## src/rtl/cpu_cu.sv

```systemverilog
// Multi-cycle control unit for the 16-bit RISC core: fetch, decode, execute with MEM_WAIT wait states.
// Define CPU_CU_STEP_EN to add a single-step input that gates entry to every fetch.
module cpu_cu #(
  parameter int unsigned MEM_WAIT   = 0,
  parameter logic [3:0]  ALU_PASS_R = 4'h0,
  parameter logic [3:0]  ALU_PASS_S = 4'h1
) (
  input  logic        clk,
  input  logic        reset,
`ifdef CPU_CU_STEP_EN
  input  logic        step,
`endif
  input  logic [15:0] ir_in,
  input  logic        C,
  input  logic        N,
  input  logic        Z,
  output logic        w_en,
  output logic        s_sel,
  output logic        adr_sel,
  output logic        pc_ld,
  output logic        pc_inc,
  output logic        pc_sel,
  output logic        ir_ld,
  output logic [2:0]  W_Adr,
  output logic [2:0]  R_Adr,
  output logic [2:0]  S_Adr,
  output logic [3:0]  ALU_OP,
  output logic        mem_rd,
  output logic        mem_wr,
  output logic [2:0]  psr,
  output logic        halted,
  output logic        illegal,
  output logic [3:0]  dbg_state
);

  localparam logic [3:0] ST_RST       = 4'd0;
  localparam logic [3:0] ST_FETCH     = 4'd1;
  localparam logic [3:0] ST_DECODE    = 4'd2;
  localparam logic [3:0] ST_EX_ALU    = 4'd3;
  localparam logic [3:0] ST_EX_LD     = 4'd4;
  localparam logic [3:0] ST_EX_ST     = 4'd5;
  localparam logic [3:0] ST_EX_LDI    = 4'd6;
  localparam logic [3:0] ST_EX_BR     = 4'd7;
  localparam logic [3:0] ST_EX_JR     = 4'd8;
  localparam logic [3:0] ST_HALT      = 4'd9;
  localparam logic [3:0] ST_ILLEGAL   = 4'd10;
  localparam logic [3:0] ST_STEP_WAIT = 4'd11;

  localparam logic [3:0] WAIT_LAST = MEM_WAIT[3:0];

  logic [3:0] state_q, state_d;
  logic [3:0] cnt_q, cnt_d;
  logic [2:0] psr_q, psr_d;
  logic [6:0] op;
  logic       last_cyc;
  logic       go_step;
  logic       br_taken;
  logic [3:0] after_ex;

  assign op       = ir_in[15:9];
  assign last_cyc = (cnt_q == WAIT_LAST);

`ifdef CPU_CU_STEP_EN
  assign go_step  = step;
  assign after_ex = ST_STEP_WAIT;
`else
  assign go_step  = 1'b1;
  assign after_ex = ST_FETCH;
`endif

  // Branch conditions use the flags latched by the last ALU instruction, never the live ones.
  always_comb begin
    br_taken = 1'b0;
    case (op)
      7'h20:   br_taken = 1'b1;
      7'h21:   br_taken = psr_q[0];
      7'h22:   br_taken = ~psr_q[0];
      7'h23:   br_taken = psr_q[2];
      7'h24:   br_taken = psr_q[1];
      default: br_taken = 1'b0;
    endcase
  end

  always_comb begin
    state_d = state_q;
    cnt_d   = 4'd0;
    psr_d   = psr_q;
    case (state_q)
      ST_RST, ST_STEP_WAIT: state_d = go_step ? ST_FETCH : state_q;
      ST_FETCH: begin
        if (last_cyc) state_d = ST_DECODE;
        else          cnt_d   = cnt_q + 4'd1;
      end
      ST_DECODE: begin
        if (op[6:4] == 3'b000) begin
          state_d = ST_EX_ALU;
        end else begin
          case (op)
            7'h10:                             state_d = ST_EX_LD;
            7'h11:                             state_d = ST_EX_ST;
            7'h12:                             state_d = ST_EX_LDI;
            7'h20, 7'h21, 7'h22, 7'h23, 7'h24: state_d = ST_EX_BR;
            7'h28:                             state_d = ST_EX_JR;
            7'h7F:                             state_d = ST_HALT;
            default:                           state_d = ST_ILLEGAL;
          endcase
        end
      end
      ST_EX_ALU: begin
        psr_d   = {C, N, Z};
        state_d = after_ex;
      end
      ST_EX_LD, ST_EX_ST, ST_EX_LDI: begin
        if (last_cyc) state_d = after_ex;
        else          cnt_d   = cnt_q + 4'd1;
      end
      ST_EX_BR, ST_EX_JR:    state_d = after_ex;
      ST_HALT, ST_ILLEGAL:   state_d = state_q;
      default:               state_d = ST_ILLEGAL;
    endcase
  end

  always_ff @(posedge clk or negedge reset) begin
    if (!reset) begin
      state_q <= ST_RST;
      cnt_q   <= 4'd0;
      psr_q   <= 3'd0;
    end else begin
      state_q <= state_d;
      cnt_q   <= cnt_d;
      psr_q   <= psr_d;
    end
  end

  // Strobes are decoded from the registered state only, so an async reset drops them at once.
  always_comb begin
    w_en    = 1'b0;
    s_sel   = 1'b0;
    adr_sel = 1'b0;
    pc_ld   = 1'b0;
    pc_inc  = 1'b0;
    pc_sel  = 1'b0;
    ir_ld   = 1'b0;
    ALU_OP  = ALU_PASS_R;
    mem_rd  = 1'b0;
    mem_wr  = 1'b0;
    case (state_q)
      ST_FETCH: begin
        mem_rd = 1'b1;
        ir_ld  = last_cyc;
        pc_inc = last_cyc;
      end
      ST_EX_ALU: begin
        ALU_OP = op[3:0];
        w_en   = 1'b1;
      end
      ST_EX_LD: begin
        adr_sel = 1'b1;
        mem_rd  = 1'b1;
        s_sel   = 1'b1;
        ALU_OP  = ALU_PASS_S;
        w_en    = last_cyc;
      end
      ST_EX_ST: begin
        adr_sel = 1'b1;
        ALU_OP  = ALU_PASS_S;
        mem_wr  = 1'b1;
      end
      ST_EX_LDI: begin
        mem_rd = 1'b1;
        s_sel  = 1'b1;
        ALU_OP = ALU_PASS_S;
        w_en   = last_cyc;
        pc_inc = last_cyc;
      end
      ST_EX_BR: pc_ld = br_taken;
      ST_EX_JR: begin
        pc_sel = 1'b1;
        pc_ld  = 1'b1;
      end
      default: ;
    endcase
  end

  assign W_Adr     = ir_in[8:6];
  assign R_Adr     = ir_in[5:3];
  assign S_Adr     = ir_in[2:0];
  assign psr       = psr_q;
  assign halted    = (state_q == ST_HALT) || (state_q == ST_ILLEGAL);
  assign illegal   = (state_q == ST_ILLEGAL);
  assign dbg_state = state_q;

endmodule
```

## config.mk

```make
export PLATFORM = sky130hd
export DESIGN_NAME = cpu_cu
export DESIGN_NICKNAME = d
export VERILOG_FILES = /design/src/rtl/cpu_cu.sv
export SDC_FILE = /design/constraint.sdc
export NUM_CORES = 1
export LEC_CHECK = 0
export CORE_MARGIN = 4
export CORE_UTILIZATION = 39
export CTS_BUF_LIST = sky130_fd_sc_hd__clkbuf_8 sky130_fd_sc_hd__clkbuf_16
export DETAILED_ROUTE_END_ITERATION = 10
export HOLD_SLACK_MARGIN = 0.03
export PLACE_DENSITY_LB_ADDON = 0.12
export SLEW_MARGIN = 20
export SYNTH_ARGS = -nofsm -noshare
export SYNTH_HDL_FRONTEND = slang
export SYNTH_SLANG_ARGS = --single-unit
export TNS_END_PERCENT = 30
```

## constraint.sdc

```tcl
create_clock -name clk -period 1.8 [get_ports clk]
set_input_delay 0.36 -clock clk [delete_from_list [all_inputs] [get_ports clk]]
set_output_delay 0.36 -clock clk [all_outputs]
set_load 0.01 [all_outputs]
```

==> flow_metrics.py, run 1 <==
metrics = {
    "floorplanning": {
        "die_area_mm2": 0.00333,
        "row_count": 17,
        "start_util": 0.423,
        "die_h_um": 57.7,
        "die_w_um": 57.7,
        "core_area_mm2": 0.00228,
        "io-pin-count": 52,
    },
    "logic_synthesis": {
        "ys_types": 41,
        "async_flop_share": 1.00,
        "ys_seq_elements": 11,
        "syn-num-nets": 142,
        "synth-edff-count": 0,
        "synth_flop_cell": "dfrtp_1",
        "ys_seq_area_frac": 0.286,
        "yosysWarnings": 0,
        "avgSynthCellArea_um2": 8.10,
        "synthesis.area_um2": 963,
        "synth_cells": 119,
    },
    "placed_design": {
        "dpl_cell_area_mm2": 0.00151,
        "io_buffers": 33,
        "place_congestion": 0.846,
        "hpwl_mm": 2.31,
    },
    "detailed_routing": {
        "viasPerCell": 5.50,
        "first_pass_iters": 5,
        "wl_per_cell_um": 15.7,
        "drtIter0Drc": 35,
        "antenna_left": 0,
        "finalWirelength_mm": 3.42,
        "vias": 1200,
        "drc_errors": 0,
    },
    "global_route": {
        "grt_pass1_vias": 1112,
        "grt_max_degree": 14,
        "grt_pass1_wl_mm": 5.09,
        "grtUsageTotal": 0.190,
        "antenna_found_initial": 0,
        "grt_overflow": 0,
    },
    "clock_network": {
        "postCtsHoldBufs": 0,
        "cts.sinks": 11,
        "cts-buffers-inserted": 3,
        "cts_tree": "yes",
        "cts.htree.levels": 1,
        "path_clk_slew_ns": 0.05,
        "cts_root_buffer": "clkbuf_8",
        "clk_path_buf_depth": 2,
        "clock_latency_ns": 0.23,
    },
    "sta": {
        "worst_slack_ns": -0.183,
        "hold_viol_final": 0,
        "fin_crit_sh": 1.10,
        "final.setup_skew_ns": 0.00410,
        "max_freq_ghz": 0.504,
        "finalSetupViolCount": 6,
        "slew_headroom": 0.694,
        "fin_crit_ns": 1.98,
        "slew_violations": 0,
        "rsz0062_at_grt": "yes",
        "tightest_slew_ns": 0.457,
    },
    "pwr": {
        "leakage_nw": 0.790,
        "total_power_w": 0.000573,
        "p_per_area_mw_per_mm2": 337,
        "ir_worst_vdd_v": 0.000437,
    },
    "critical_path": {
        "cp-end-kind": "primary output",
        "r2r_cells": 9,
        "crit_required_ns": 1.44,
        "start_kind": "flip-flop",
        "cp_max_fo": 3,
        "arrival_ns": 1.62,
        "path_class": "reg -> out",
    },
    "status": {
        "status": "complete, but fails checks",
        "violations": "negative setup slack",
    },
    "job": {
        "max_cap_violations": 0,
    },
    "layout": {
        "layout-drive-gt1-share": 0.463,
        "nets": 214,
        "syn2layout_area_growth_pct": 76.9,
        "antenna_cells": 0,
        "fin_area_mm2": 0.00170,
        "final_util": 0.749,
        "fillers": 172,
    },
    "min_path": {
        "hold_class": "in -> async",
    },
}
## registers in the layout, indices dropped and copies added (netlist names)
| signal | count |
|---|---|
| cnt_q | 4 |
| dbg_state | 4 |
| psr | 3 |
## worst max-delay path, cell delays in order, from the launching register on
cell and delay [ns]:
dfrtp_1 0.38, inv_1 0.06, ha_2 0.16, or3b_4 0.40, nor3_2 0.16, or2_4 0.14, buf_6 0.09
## power by group
group	switching [W]	internal, W	total, W
sequential	0	0.000248	0.000248
combinational	0.0000435	0.0000489	0.0000923
clock	0.0000843	0.000149	0.000233
## cell families (layout without fill, tap and decap cells)
kind of cell             count (synthesis)  in the layout  share of synthesized area
AO/OA/AOI/OAI                           27             27                      0.178
adder cells (fa/ha/maj)                  2              2                     0.0260
AND/OR/NAND/NOR                         54             54                      0.336
buffers and inverters                   20             91                      0.121
XOR/XNOR                                 2              2                     0.0182
multiplexers                             3              3                     0.0351
flip-flops                              11             11                      0.286
## cell usage in the layout (no fill, tap or decap), drive strengths merged, types with 2 or more instances in the layout
| cell | n |
|---|---|
| buf | 56 |
| clkbuf | 6 |
| nand2 | 6 |
| nor4b | 3 |
| or4 | 2 |
| inv | 7 |
| nand2b | 5 |
| dfrtp | 11 |
| dlymetal6s2s | 2 |
| and2 | 4 |
| a22oi | 3 |
| xnor2 | 2 |
| clkdlybuf4s50 | 10 |
| mux2 | 3 |
| nor3b | 4 |
| nor3 | 9 |
| dlygate4sd2 | 10 |
| ha | 2 |
| o21ai | 6 |
| a21oi | 9 |
| nand3 | 2 |
| nor2 | 13 |
## per-layer routing
layer	part of all wire	global-route usage
met1	0.40	0.268
met2	0.48	0.313
met3	0.11	0.0245
met4	0.0076	0.0364
met5	0	0
## layout make-up
| type | count | area, um^2 | share of cell area |
|---|---|---|---|
| Clock buffer | 3 | 41.3 | 0.0242 |
| Clock inverter | 1 | 3.75 | 0.00220 |
| Inverter | 6 | 22.5 | 0.0132 |
| Multi-Input combinational cell | 88 | 663 | 0.389 |
| Sequential cell | 11 | 279 | 0.164 |
| Tap cell | 28 | 35.0 | 0.0206 |
| Timing Repair Buffer | 81 | 659 | 0.387 |
## what timing repair did
item | CTS | global route
resized for setup | 55 | 26
setup endpoints to repair | 17 | 18
pin swaps | 6 | 5
setup buffers | 8 | 3
## cells in the mapped netlist, types with 3 or more instances
| cell type | count | area [um^2] |
|---|---|---|
| a22oi_1 | 3 | 22.5 |
| nand2_1 | 6 | 22.5 |
| nand2b_1 | 5 | 31.3 |
| and2_1 | 4 | 25.0 |
| nor3b_1 | 3 | 22.5 |
| buf_4 | 9 | 67.6 |
| nor2_1 | 13 | 48.8 |
| inv_1 | 6 | 22.5 |
| dfrtp_1 | 11 | 275 |
| o21ai_0 | 4 | 20.0 |
| nor3_1 | 7 | 35.0 |
| clkbuf_1 | 3 | 11.3 |
| mux2_2 | 3 | 33.8 |
| a21oi_1 | 9 | 45.0 |
## worst paths after layout
kind / start / slack [ns] / to
worst max-delay path: cnt_q[1] / -0.18 / w_en
worst min-delay path: reset / 0.45 / psr[0]
worst max register to register: cnt_q[1] / -0.13 / dbg_state[1]
worst min register to register: cnt_q[0] / 0.53 / cnt_q[0]
min in group clk: cnt_q[0] / 0.53 / cnt_q[0]
max in group asynchronous: reset / 1.01 / dbg_state[0]
## per-stage QoR
step                      instances  TNS (ns)  hold slack [ns]  setup slack [ns]
after CTS                       215    -0.546            0.456            -0.217
final                           218    -0.640            0.447            -0.183
after detailed placement        203     -3.68            0.527            -0.498
after floorplan                 119         0           0.0644            0.0684
after global routing            218     -1.24            0.471            -0.275
after global placement          203     -3.51            0.520            -0.475
Power figures use the tool's default switching activity.
==> inputs of run 2 (changes only) <==
--- a/config.mk
+++ b/config.mk
@@ -5,12 +5,16 @@
 export SDC_FILE = /design/constraint.sdc
 export NUM_CORES = 1
 export LEC_CHECK = 0
+export CELL_PAD_IN_SITES_DETAIL_PLACEMENT = 1
+export CELL_PAD_IN_SITES_GLOBAL_PLACEMENT = 1
 export CORE_MARGIN = 4
-export CORE_UTILIZATION = 39
+export CORE_UTILIZATION = 27
 export CTS_BUF_LIST = sky130_fd_sc_hd__clkbuf_8 sky130_fd_sc_hd__clkbuf_16
 export DETAILED_ROUTE_END_ITERATION = 10
+export GPL_ROUTABILITY_DRIVEN = 0
 export HOLD_SLACK_MARGIN = 0.03
 export PLACE_DENSITY_LB_ADDON = 0.12
+export SETUP_SLACK_MARGIN = 0.15
 export SLEW_MARGIN = 20
 export SYNTH_ARGS = -nofsm -noshare
 export SYNTH_HDL_FRONTEND = slang
==> flow_metrics.py, run 2 (synthesized netlist as in run 1, its figures left out) <==
metrics = {
    "floorplanning": {
        "io-pin-count": 52,
        "core_area_mm2": 0.00339,
        "die_w_um": 67.7,
        "die_h_um": 67.7,
        "start_util": 0.284,
        "row_count": 21,
        "die_area_mm2": 0.00459,
    },
    "critical_path": {
        "path_class": "reg -> out",
        "max_stage_delay_ns": 0.43,
        "cp-end-kind": "primary output",
        "arrival_ns": 1.63,
        "cp_num_buf_inv": 2,
        "cp_max_fo": 4,
        "start_kind": "flip-flop",
        "crit_required_ns": 1.44,
        "crit_chain": "inv_1 -> ha_2 -> or3b_4 -> nor3_4 -> or2_4 -> buf_6",
        "path_delay_family": "simple AND/OR/NAND/NOR gates",
        "cp_slowest_cell": "or3b_4",
    },
    "detailed_routing": {
        "viasPerCell": 4.90,
        "drtIter0Drc": 38,
        "antenna_left": 0,
        "first_pass_iters": 4,
        "wl_per_cell_um": 15.6,
        "drc_errors": 0,
        "finalWirelength_mm": 3.64,
        "vias": 1146,
    },
    "clock_network": {
        "cts_root_buffer": "clkbuf_8",
        "clock_latency_ns": 0.23,
        "path_clk_slew_ns": 0.05,
        "cts-buffers-inserted": 3,
        "cts.htree.levels": 1,
        "cts.sinks": 11,
        "clk_path_buf_depth": 2,
        "cts_tree": "yes",
        "postCtsHoldBufs": 0,
    },
    "pwr": {
        "p_per_area_mw_per_mm2": 326,
        "power.switching_w": 0.000133,
        "p_clk_frac": 0.413,
        "total_power_w": 0.000577,
        "seqPwrFrac": 0.429,
        "p_sw_frac": 0.231,
        "power.share.combinational": 0.157,
        "leakage_nw": 0.822,
        "p_int_w": 0.000443,
        "ir_worst_vdd_v": 0.000278,
    },
    "layout": {
        "layout-drive-gt1-share": 0.532,
        "nets": 212,
        "layout_common_cells": "buf_4 (37), buf_6 (13), nor2_1 (11), dlygate4sd2_1 (11), buf_2 (11)",
        "antenna_cells": 0,
        "syn2layout_area_growth_pct": 83.5,
        "final_common_cell": "buf_4",
        "instances_no_fill": 234,
    },
    "global_route": {
        "grt_overflow": 0,
        "grt_pass1_vias": 1257,
        "grt_max_degree": 14,
        "grtUsageTotal": 0.169,
        "grt_pass1_wl_mm": 5.90,
        "antenna_found_initial": 0,
    },
    "min_path": {
        "hold_class": "in -> async",
    },
    "sta": {
        "slew_headroom": 0.646,
        "hold_viol_final": 0,
        "max_freq_ghz": 0.504,
        "rsz0062_at_grt": "yes",
        "fin_crit_sh": 1.10,
        "tightest_slew_ns": 0.529,
        "finalSetupViolCount": 4,
        "slew_violations": 0,
        "fin_crit_ns": 1.99,
        "final.setup_skew_ns": 0.00495,
        "worst_slack_ns": -0.185,
    },
    "status": {
        "status": "complete, but fails checks",
        "violations": "negative setup slack",
    },
    "placed_design": {
        "io_buffers": 33,
        "placed_cells": 221,
        "hpwl_mm": 2.76,
    },
    "job": {
        "max_cap_violations": 0,
    },
}
==> run 2: cell count changes in the layout (fill, tap and decap cells not counted), moves of 4 or more <==
cell,previous run,this run
nand2b_1,5,1
clkdlybuf4s50_1,10,6
buf_2,6,11
buf_6,5,13
buf_4,44,37
nand2b_4,0,4
==> run 2: final timing paths <==
check                           startpoint      endpoint  slack, ns  cells after the start
worst max-delay path              cnt_q[0]          w_en      -0.19                      6
worst max register to register    cnt_q[0]  dbg_state[1]       0.10                      7
min in group clk                  cnt_q[0]      cnt_q[0]       0.54                      2
worst min register to register    cnt_q[0]      cnt_q[0]       0.54                      2
worst min-delay path                 reset        psr[2]       0.47                      1
max in group asynchronous            reset  dbg_state[1]       0.94                      1
==> run 2: repair_timing <==
| action | 4_1_cts | 5_1_grt |
|---|---|---|
| resized for setup | 101 | 20 |
| pin swaps | 10 | 9 |
| endpoints found under the setup margin | 21 | 18 |
| setup buffers | 7 | 2 |
==> run 2: per-stage QoR <==
stage | worst slack [ns] | util | instance area, um^2 | TNS [ns] | hold slack, ns
final | -0.185 | 0.522 | 1770 | -0.448 | 0.475
after global routing | -0.292 | 0.522 | 1770 | -0.867 | 0.511
after CTS | -0.196 | 0.496 | 1680 | -0.456 | 0.492
after detailed placement | -0.489 | 0.458 | 1550 | -3.70 | 0.543
after global placement | -0.447 | 0.458 | 1550 | -3.19 | 0.515
after floorplan | 0.132 | - | 991 | 0 | 0.0644
==> run 2: routing by layer <==
layer  wire, um  vias up  part of all wire  track usage
met2       1870       34              0.51        0.317
met4          0        0                 0       0.0228
met3        226        0             0.062       0.0250
met1       1550      556              0.42        0.205
met5          0        -                 0            0
li1           -      556                 -            -
==> run 2: cell type report <==
type / count / area, um^2
Sequential cell: 11 / 280
Clock buffer: 3 / 41.3
Clock inverter: 1 / 3.75
Inverter: 6 / 22.5
Tap cell: 46 / 57.6
Fill cell: 411 / 1620
Timing Repair Buffer: 79 / 648
Multi-Input combinational cell: 88 / 714
==> run 2: power by group through the flow <==
| stage | combinational (W) | sequential (W) | clock [W] |
|---|---|---|---|
| 5_1_grt | 0.000101 | 0.000247 | 0.000265 |
| 3_3_place_gp | 0.0000864 | 0.000252 | 0 |
| 4_1_cts | 0.0000891 | 0.000248 | 0.000248 |
| 6_report | 0.0000908 | 0.000248 | 0.000238 |
| 3_5_place_dp | 0.0000888 | 0.000252 | 0 |
| 2_1_floorplan | 0.0000461 | 0.000252 | 0 |
